**config.mk**
```make
export PLATFORM = sky130hd
export DESIGN_NAME = otter_intr_ctrl_flat
export DESIGN_NICKNAME = d
export VERILOG_FILES = /design/src/rtl/otter_intr_ctrl_if.sv /design/src/rtl/otter_intr_ctrl.sv /design/src/flat_wrapper.sv
export SDC_FILE = /design/constraint.sdc
export NUM_CORES = 1
export LEC_CHECK = 0
export ABC_AREA = 1
export CORE_ASPECT_RATIO = 1.2
export CORE_UTILIZATION = 44
export CTS_BUF_LIST = sky130_fd_sc_hd__clkbuf_8
export DETAILED_ROUTE_END_ITERATION = 10
export GPL_TIMING_DRIVEN = 1
export PLACE_DENSITY = 0.93
export SLEW_MARGIN = 40
export SYNTH_ARGS = -nofsm -noshare
export SYNTH_HDL_FRONTEND = slang
export SYNTH_SLANG_ARGS = --single-unit
export TNS_END_PERCENT = 20
```
**constraint.sdc**
```tcl
create_clock -name CLK -period 4 [get_ports CLK]
set_clock_uncertainty 0.15 [all_clocks]
set_input_delay 0.4 -clock CLK [delete_from_list [all_inputs] [get_ports CLK]]
set_output_delay 0.4 -clock CLK [all_outputs]
set_load 0.01 [all_outputs]
```
**src/rtl/otter_intr_ctrl_if.sv**
```systemverilog
// Interrupt sequencer bundle: pipeline/CSR inputs and redirect/trap outputs.
// Combinational wiring only; STALL stands in for backpressure. INT_COUNT/DROPPED exist only with INTR_COUNT_EN.
interface otter_intr_ctrl_if #(
    parameter int PC_WIDTH = 32
);
    logic                INTR;
    logic                CSR_MIE;
    logic [PC_WIDTH-1:0] CSR_MTVEC;
    logic [PC_WIDTH-1:0] CSR_MEPC;
    logic                EX_VALID;
    logic [PC_WIDTH-1:0] EX_PC;
    logic                EX_IS_MRET;
    logic                STALL;
    logic                INT_TAKEN;
    logic [PC_WIDTH-1:0] INT_PC;
    logic                FLUSH;
    logic                REDIRECT;
    logic [PC_WIDTH-1:0] REDIRECT_ADDR;
    logic                IN_HANDLER;
    logic                PENDING;
`ifdef INTR_COUNT_EN
    logic [31:0]         INT_COUNT;
    logic                DROPPED;
`endif

    modport slave (
        input  INTR, CSR_MIE, CSR_MTVEC, CSR_MEPC, EX_VALID, EX_PC, EX_IS_MRET, STALL,
        output INT_TAKEN, INT_PC, FLUSH, REDIRECT, REDIRECT_ADDR, IN_HANDLER, PENDING
`ifdef INTR_COUNT_EN
        , output INT_COUNT, DROPPED
`endif
    );

    modport master (
        output INTR, CSR_MIE, CSR_MTVEC, CSR_MEPC, EX_VALID, EX_PC, EX_IS_MRET, STALL,
        input  INT_TAKEN, INT_PC, FLUSH, REDIRECT, REDIRECT_ADDR, IN_HANDLER, PENDING
`ifdef INTR_COUNT_EN
        , input INT_COUNT, DROPPED
`endif
    );
endinterface

```
**src/rtl/otter_intr_ctrl.sv**
```systemverilog
// Interrupt/trap sequencer: synchronises INTR, takes it at an EX boundary, redirects to MTVEC/MEPC.
// Latency: INTR high at edge k -> PENDING after k+2 (SYNC_STAGES=2); outputs are Moore, one cycle after the decision.
// Backpressure: STALL or a bubble in EX holds the sequencer in IDLE/HANDLER. Optional INTR_COUNT_EN adds INT_COUNT/DROPPED.
module otter_intr_ctrl #(
    parameter int SYNC_STAGES = 2,
    parameter int PC_WIDTH    = 32
) (
    input  logic               CLK,
    input  logic               RST,
    otter_intr_ctrl_if.slave   bus
);

    typedef enum logic [1:0] {
        ST_IDLE    = 2'd0,
        ST_TAKE    = 2'd1,
        ST_HANDLER = 2'd2,
        ST_RETURN  = 2'd3
    } state_t;

    state_t                 state_q, state_d;
    logic [SYNC_STAGES-1:0] sync_q, sync_d;
    logic                   hist_q, hist_d;
    logic                   pending_q, pending_d;
    logic [PC_WIDTH-1:0]    int_pc_q, int_pc_d;
    logic [PC_WIDTH-1:0]    raddr_q, raddr_d;
    logic                   sync_out;
    logic                   edge_det;
    logic                   mret_go;

    // sync_q[0] samples the pin; the top bit is the synchronised output.
    assign sync_d   = {sync_q[SYNC_STAGES-2:0], bus.INTR};
    assign sync_out = sync_q[SYNC_STAGES-1];
    assign hist_d   = sync_out;
    assign edge_det = sync_out & ~hist_q;
    assign mret_go  = bus.EX_VALID & bus.EX_IS_MRET & ~bus.STALL;

    always_comb begin
        state_d   = state_q;
        pending_d = pending_q;
        int_pc_d  = int_pc_q;
        raddr_d   = raddr_q;
        case (state_q)
            ST_IDLE: begin
                // MRET wins; the else-branch therefore implies !EX_IS_MRET.
                if (mret_go) begin
                    state_d = ST_RETURN;
                    raddr_d = bus.CSR_MEPC;
                end else if (pending_q && bus.CSR_MIE && bus.EX_VALID && !bus.STALL) begin
                    state_d   = ST_TAKE;
                    int_pc_d  = bus.EX_PC;
                    raddr_d   = bus.CSR_MTVEC;
                    pending_d = 1'b0;
                end
            end
            ST_TAKE:    state_d = ST_HANDLER;
            ST_HANDLER: begin
                if (mret_go) begin
                    state_d = ST_RETURN;
                    raddr_d = bus.CSR_MEPC;
                end
            end
            ST_RETURN:  state_d = ST_IDLE;
            default:    state_d = ST_IDLE;
        endcase
        // A fresh edge overrides the clear so a request arriving mid-take is not lost.
        if (edge_det) begin
            pending_d = 1'b1;
        end
    end

    always_ff @(posedge CLK) begin
        if (RST) begin
            state_q   <= ST_IDLE;
            sync_q    <= '0;
            hist_q    <= 1'b0;
            pending_q <= 1'b0;
            int_pc_q  <= '0;
            raddr_q   <= '0;
        end else begin
            state_q   <= state_d;
            sync_q    <= sync_d;
            hist_q    <= hist_d;
            pending_q <= pending_d;
            int_pc_q  <= int_pc_d;
            raddr_q   <= raddr_d;
        end
    end

    assign bus.INT_TAKEN     = (state_q == ST_TAKE);
    assign bus.FLUSH         = (state_q == ST_TAKE) || (state_q == ST_RETURN);
    assign bus.REDIRECT      = (state_q == ST_TAKE) || (state_q == ST_RETURN);
    assign bus.IN_HANDLER    = (state_q == ST_HANDLER);
    assign bus.PENDING       = pending_q;
    assign bus.INT_PC        = int_pc_q;
    assign bus.REDIRECT_ADDR = raddr_q;

`ifdef INTR_COUNT_EN
    logic [31:0] count_q, count_d;
    logic        dropped_q, dropped_d;

    always_comb begin
        count_d   = count_q;
        dropped_d = dropped_q;
        if (state_q == ST_TAKE) begin
            count_d = count_q + 32'd1;
        end
        // A second edge while one is already waiting gets coalesced into it.
        if (edge_det && pending_q) begin
            dropped_d = 1'b1;
        end
    end

    always_ff @(posedge CLK) begin
        if (RST) begin
            count_q   <= '0;
            dropped_q <= 1'b0;
        end else begin
            count_q   <= count_d;
            dropped_q <= dropped_d;
        end
    end

    assign bus.INT_COUNT = count_q;
    assign bus.DROPPED   = dropped_q;
`endif

endmodule

```
**src/flat_wrapper.sv**
```systemverilog
// flat-port wrapper written by rule: the top's interface ports become plain ports
module otter_intr_ctrl_flat 
#(
    parameter int SYNC_STAGES = 2,
    parameter int PC_WIDTH    = 32
)
  (CLK, RST, bus_INTR, bus_CSR_MIE, bus_CSR_MTVEC, bus_CSR_MEPC, bus_EX_VALID, bus_EX_PC, bus_EX_IS_MRET, bus_STALL, bus_INT_TAKEN, bus_INT_PC, bus_FLUSH, bus_REDIRECT, bus_REDIRECT_ADDR, bus_IN_HANDLER, bus_PENDING);
  otter_intr_ctrl_if #(.PC_WIDTH(PC_WIDTH)) bus_i ();
  input  logic CLK;
  input  logic RST;
  input wire logic [$bits(bus_i.INTR)-1:0] bus_INTR;
  input wire logic [$bits(bus_i.CSR_MIE)-1:0] bus_CSR_MIE;
  input wire logic [$bits(bus_i.CSR_MTVEC)-1:0] bus_CSR_MTVEC;
  input wire logic [$bits(bus_i.CSR_MEPC)-1:0] bus_CSR_MEPC;
  input wire logic [$bits(bus_i.EX_VALID)-1:0] bus_EX_VALID;
  input wire logic [$bits(bus_i.EX_PC)-1:0] bus_EX_PC;
  input wire logic [$bits(bus_i.EX_IS_MRET)-1:0] bus_EX_IS_MRET;
  input wire logic [$bits(bus_i.STALL)-1:0] bus_STALL;
  output wire logic [$bits(bus_i.INT_TAKEN)-1:0] bus_INT_TAKEN;
  output wire logic [$bits(bus_i.INT_PC)-1:0] bus_INT_PC;
  output wire logic [$bits(bus_i.FLUSH)-1:0] bus_FLUSH;
  output wire logic [$bits(bus_i.REDIRECT)-1:0] bus_REDIRECT;
  output wire logic [$bits(bus_i.REDIRECT_ADDR)-1:0] bus_REDIRECT_ADDR;
  output wire logic [$bits(bus_i.IN_HANDLER)-1:0] bus_IN_HANDLER;
  output wire logic [$bits(bus_i.PENDING)-1:0] bus_PENDING;
  assign bus_i.INTR = bus_INTR;
  assign bus_i.CSR_MIE = bus_CSR_MIE;
  assign bus_i.CSR_MTVEC = bus_CSR_MTVEC;
  assign bus_i.CSR_MEPC = bus_CSR_MEPC;
  assign bus_i.EX_VALID = bus_EX_VALID;
  assign bus_i.EX_PC = bus_EX_PC;
  assign bus_i.EX_IS_MRET = bus_EX_IS_MRET;
  assign bus_i.STALL = bus_STALL;
  assign bus_INT_TAKEN = bus_i.INT_TAKEN;
  assign bus_INT_PC = bus_i.INT_PC;
  assign bus_FLUSH = bus_i.FLUSH;
  assign bus_REDIRECT = bus_i.REDIRECT;
  assign bus_REDIRECT_ADDR = bus_i.REDIRECT_ADDR;
  assign bus_IN_HANDLER = bus_i.IN_HANDLER;
  assign bus_PENDING = bus_i.PENDING;
  otter_intr_ctrl #(.SYNC_STAGES(SYNC_STAGES), .PC_WIDTH(PC_WIDTH)) u_core (.CLK(CLK), .RST(RST), .bus(bus_i));
endmodule
```
* Word level (Yosys, flattened, before mapping)
Cells that the tools add are included.
** Storage, ports and cells
- Flip-flop bits (word level) :: 70
- Input bits :: 103
- Output and inout port bits :: 69
- Logic and storage cells :: 43
** Cells by class
- Eq/ne operators :: 6
- Multiplexer cells :: 12
- Bitwise operators :: 6
- Reductions and logical operators :: 13
** Operators by type and width (count)
- 32-bit two-way mux :: 3
- 32-bit one-hot mux with 2 select lines :: 1
- 3-bit AND reduction :: 3
- 2-bit one-hot mux with 4 select lines :: 1
- 2-bit two-way mux :: 3
- 2-bit nonzero test :: 3
- 2-bit equality test (second input constant) :: 2
- 1-bit two-way mux :: 4
- 2-bit by 1-bit inequality test with 1-bit output (second input constant) :: 2
- 1-bit bitwise AND :: 3
- 1-bit logical AND :: 3
- 3-bit by 1-bit inequality test with 1-bit output (second input constant) :: 1
- 1-bit NOT :: 3
- 2-bit by 1-bit equality test with 1-bit output (second input constant) :: 1
- 2-bit logical NOT :: 1
- 2-bit AND reduction :: 1
- 1-bit logical NOT :: 1
- 1-bit logical OR :: 1

* Logic depth before layout (Yosys ltp)
- Word-level depth :: 7
- Depth in mapped cells :: 10
- Depth with buffers taken out :: 9

* Least setup slack after synthesis
OpenSTA, ideal clock, no wires.
- Path type :: flip-flop to flip-flop
- From :: reg u_core.state_q[0]
- To :: reg u_core.raddr_q[0] (netlist: u_core.bus.REDIRECT_ADDR[0])
- Library setup time :: 113 ps
- Arrival :: 1400 ps
- Path slack :: 2337 ps
- Stages on the path, launching flop included :: 10
- Cells stage by stage :: dfxtp_1 -> inv_1 -> ha_1 -> nor2_1 -> nor2_2 -> nand2_2 -> nand2_4 -> buf_2 -> nor2_1 -> nor2_1
** On the way
- Longest elaborated chain between the ends :: 3
- Elaborated cells on any way between the ends :: 7
- Those cells by class :: 3 x eq/ne; 1 x mux; 3 x reduce/logical
** RTL lines
- start, declared :: line otter_intr_ctrl.sv:20 : state_t state_q, state_d;
- start signal, assigned :: line otter_intr_ctrl.sv:80 : state_q <= state_d;
- 2-bit equality test (*)
- named net bus_IN_HANDLER :: line flat_wrapper.sv:24 : output wire logic [$bits(bus_i.IN_HANDLER)-1:0] bus_IN_HANDLER;
- 2-bit by 1-bit inequality test with 1-bit output (no source line) or 2-bit nonzero test (tied branches)
- 3-bit AND reduction (no source line)
- end signal, assigned :: line otter_intr_ctrl.sv:85 : raddr_q <= raddr_d;
- end, declared :: line otter_intr_ctrl.sv:25 : logic [PC_WIDTH-1:0] raddr_q, raddr_d;
The timed path passes the listed nets; every way through them passes the cells marked *.
A chain may end at the register's enable or synchronous reset.

* Final worst setup path
- From :: reg u_core.state_q[0]
- To :: reg u_core.raddr_q[13] (netlist: u_core.bus.REDIRECT_ADDR[13])
** On the way
- Longest elaborated chain between the ends :: 3
- Elaborated cells on any way between the ends :: 7
- Those cells by class :: 3 x eq/ne; 1 x mux; 3 x reduce/logical
** RTL lines
- 2-bit equality test or 2-bit logical NOT (tied branches) :: line otter_intr_ctrl.sv:42 : case (state_q)
- 2-bit by 1-bit inequality test with 1-bit output (no source line), or another cell as far along
- 3-bit AND reduction (no source line)
Several ways; a longest one is shown, not always the timed one.

==> impl_summary.txt <==
----------------------------------------------------
[Run status]
  Run status ... finished clean

[Floorplan]
  Total die area ... 7680 µm²
  Initial Utilization ... 46.2%
  Cell row count ... 33
  Core ar. ... 6980 µm²
  Y dimension of the die ... 95.8 µm
  Ports ... 172
  Horizontal die dimension ... 80.2 µm

[Cells and area]
  Total Nets Final ... 757
  Fill cell total of the finished layout ... 533
  Layout overhead on the synthesized area ... 58.5%
  Fraction of final layout cells sized beyond drive strength 1 ... 4.59%
  Antenna Cells ... 0

[Global routing]
  Global-route wire length before repair ... 14700 µm
  Total global routing track utilization ... 24.7%
  Largest net degree at the start of global routing ... 65
  Global-route met3 utilization ... 7.58%
  Met2 track demand over resource in global routing ... 45.9%
  Global-route congestion overflow total ... 0
  Met1 usage in global routing ... 25.4%
  Via count of the first global-routing pass ... 3346
  Most used routing layer in global routing ... met2
  Antenna violations before repair ... 0

[Timing]
  Transition at the pin with the smallest max-transition slack ... 0.711 ns
  Worst Setup Slack, final ... 1.49 ns
  Max_slew headroom ... 52.3%
  Setup repair after global routing missed its margin ... false
  Maximum clock rate ... 399 MHz
  Post-route setup TNS ... 0 ns
  Number of hold violations in the final report ... 0
  Final Cycle Share ... 62.7%
  Setup-failing EPs final ... 0
  Final worst path period need ... 2.51 ns
  Slew Viols, Final ... 0

[Setup path]
  Maximum net fanout on the critical path ... 64
  Crit path capture type ... flip-flop
  Number of buffers and inverters on the critical path ... 2
  Worst path top cell family by delay ... simple AND/OR/NAND/NOR gates
  Crit-path most repeated cell ... nor2_1
  Worst setup path startpoint ... u_core.state_q[0]$_SDFFE_PP0P_
  Arrival time reported for the critical path endpoint ... 2.59 ns
  Length in cells of the worst reg-to-reg path ... 8
  Worst setup slack for register-to-register paths ... 1.49 ns
  Delay of the slowest critical-path stage ... 0.47 ns
  Cells along the critical path ... inv_1, ha_1, inv_2, nand3_2, nand2_2, nand2_4, nor2_1, nor2_1
  Crit Reg-Reg Startpoint ... u_core.state_q[0]$_SDFFE_PP0P_
  Start-to-end type of the worst setup path ... reg2reg
  Critical Path Start Type ... flip-flop
  Required time at the worst-slack endpoint ... 4.08 ns
  Slowest-stage cell, CP ... inv_2
  End of the worst register-to-register path ... u_core.bus.REDIRECT_ADDR[13]$_SDFFE_PP0P_

[Routing]
  Total number of vias ... 3511
  DRT Pass-1 Iters ... 4
  Aggregate routed wire length ... 9310 µm
  # DRC ... 0
  Drt initial violations ... 157
  Post-DR vias/cell ... 4.74
  Average wire length per cell after detail routing ... 12.6 µm
  Routed Antenna Nets ... 0

[Worst hold path]
  Cell count of the worst hold path ... 2
  Worst hold endpoint ... u_core.sync_q[1]$_SDFF_PP0_
  Class of the tightest hold or removal check ... reg2reg
  Startpoint of the lowest-slack hold path ... u_core.sync_q[0]$_SDFF_PP0_

[Yosys]
  Cell types occupying the most area after synthesis ... dfxtp_1 43%, nand2_1 15%, nor2_1 15%
  Mapped cell area ... 3230 µm²
  Most frequent cells after synthesis ... 133 x nand2_1, 133 x nor2_1, 70 x dfxtp_1
  Ys flop type ... dfxtp_1
  Number of enable flip-flop cells after synthesis ... 0
  Count of warnings emitted by yosys ... 0
  Yosys top cell by area ... dfxtp_1
  Post-synthesis register bit count ... 70
  Sequential fraction of the synthesis area ... 43.4%
  Proportion of register bits with asynchronous set or reset after synthesis ... 0%
  Area share of the largest cell type after synthesis ... 43.4%
  Net count after synthesis ... 602
  Cell count after synthesis ... 494
  Number of distinct library cells after synthesis ... 21
  Mapped Avg Cell Area ... 6.53 µm²

[Placed design]
  Detailed placer's ending HPWL ... 6610 µm
  GP Congestion ... 0.831
  Number of I/O port buffers ... 171
  Post-Place Setup Slack ... 1.33 ns

[Clock network]
  CTS-repair resized insts ... 0
  Clock Sink Count ... 70
  CTS Hold Bufs ... 0
  Root Buffer ... clkbuf_8
  Number of clock buffers inserted by TritonCTS ... 9
  CTS tree ... done
  Number of buffers on the longest clock path ... 2
  H-tree depth ... 3
  Clk pin slew, worst setup/hold paths ... 0.08 ns
  Number of setup buffers added after CTS ... 0
  Clock latency at the later pin of the worst-skew pair ... 0.34 ns

[Flow run]
  # Max-Cap Violations ... 0

[Power]
  Leakage Power ... 2.28 nW
  Worst VDD drop ... 321 µV
  Power density normalized to cell area ... 440 nW/µm²

----------------------------------------------------
[layer usage]
| layer | wire [µm] | vias up |
|---|---|---|
| li1 | - | 1806 |
| met1 | 3650 | 1557 |
| met2 | 4620 | 132 |
| met3 | 859 | 16 |
| met4 | 184 | 0 |
| met5 | 0 | - |
[cell type report]
class	count	area, µm²	share of cell area, %
timing repair buffer	173	1730	33.8
multi-input combinational	351	1510	29.4
sequential	70	1400	27.4
inverter	44	165	3.23
clock buffer	10	138	2.69
tap	87	109	2.13
clock inverter	6	70.1	1.37
[power by group]
group,switching [mW],leakage [nW],internal [mW]
Sequential,0.0561,0.571,0.804
Combinational,0.397,1.62,0.403
Clock,0.281,0.0951,0.308
Total,0.735,2.28,1.51
[cell families after synthesis]
family / share of synthesized area (%)
simple gates: 38.8
compound gates: 5.82
buf+inv: 10.0
flops: 43.4
fa+ha+maj: 1.94
[worst register-to-register path, delay by kind of cell, from the launching register on]
family | cells | cell delay (ns)
AND/OR/NAND/NOR | 5 | 0.99
buffers and inverters | 2 | 0.58
flip-flops | 1 | 0.41
adder cells (fa/ha/maj) | 1 | 0.26
[sequential cells by signal, indices dropped and copies added, names as in the netlist]
| signal | count |
|---|---|
| u_core.bus.REDIRECT_ADDR | 32 |
| u_core.bus.PENDING | 1 |
| u_core.state_q | 2 |
| u_core.hist_q | 1 |
| u_core.bus.INT_PC | 32 |
| u_core.sync_q | 2 |
[worst max-delay path by stage]
| stage | to | slack (ns) | depth (start not counted) |
|---|---|---|---|
| final | u_core.bus.REDIRECT_ADDR[13]$_SDFFE_PP0P_ | 1.49 | 8 |
| after global routing | u_core.bus.REDIRECT_ADDR[16]$_SDFFE_PP0P_ | 1.27 | 9 |
| after CTS | u_core.bus.REDIRECT_ADDR[13]$_SDFFE_PP0P_ | 1.50 | 8 |
| after detailed placement | u_core.bus.PENDING$_SDFFE_PP0P_ | 1.33 | 5 |
| after global placement | u_core.bus.INT_PC[0]$_SDFFE_PP0P_ | 1.14 | 7 |
| after floorplan | u_core.bus.REDIRECT_ADDR[0]$_SDFFE_PP0P_ | 2.34 | 9 |
[per-stage QoR]
stage / hold slack, ns / power, mW / utilization, % / cells / cell area [µm²]
global route: 0.314 / 2.41 / 73.3 / 741 / 5110
CTS: 0.285 / 2.26 / 73.3 / 741 / 5110
detailed placement: 0.258 / 1.67 / 70.3 / 725 / 4910
global placement: 0.242 / 1.64 / 70.3 / 725 / 4900
finish: 0.280 / 2.25 / 73.3 / 741 / 5110
floorplan: 0.238 / 1.31 / - / 494 / 3230
[cells in the final DEF (no fill, tap or decap)]
| cell type | netlist | routed |
|---|---|---|
| a21oi_1 | 2 | 2 |
| clkbuf_8 | 0 | 10 |
| nand3_1 | 35 | 35 |
| nand2_4 | 1 | 1 |
| clkinvlp_4 | 0 | 3 |
| dfxtp_1 | 70 | 70 |
| inv_1 | 42 | 40 |
| bufinv_16 | 0 | 1 |
| clkinv_4 | 0 | 1 |
| nor2_2 | 2 | 2 |
| ha_1 | 5 | 5 |
| inv_2 | 2 | 3 |
| nand4_2 | 1 | 1 |
| nand3_2 | 1 | 1 |
| clkdlybuf4s50_1 | 0 | 171 |
| nand3b_4 | 1 | 1 |
| o31ai_1 | 1 | 1 |
| nand2_1 | 133 | 132 |
| buf_4 | 4 | 2 |
| nand2_2 | 1 | 2 |
| o21ai_0 | 34 | 34 |
| inv_6 | 0 | 1 |
| clkinv_1 | 0 | 1 |
| or2_2 | 1 | 1 |
| nor2_1 | 133 | 133 |
Power figures use the tool's default switching activity.
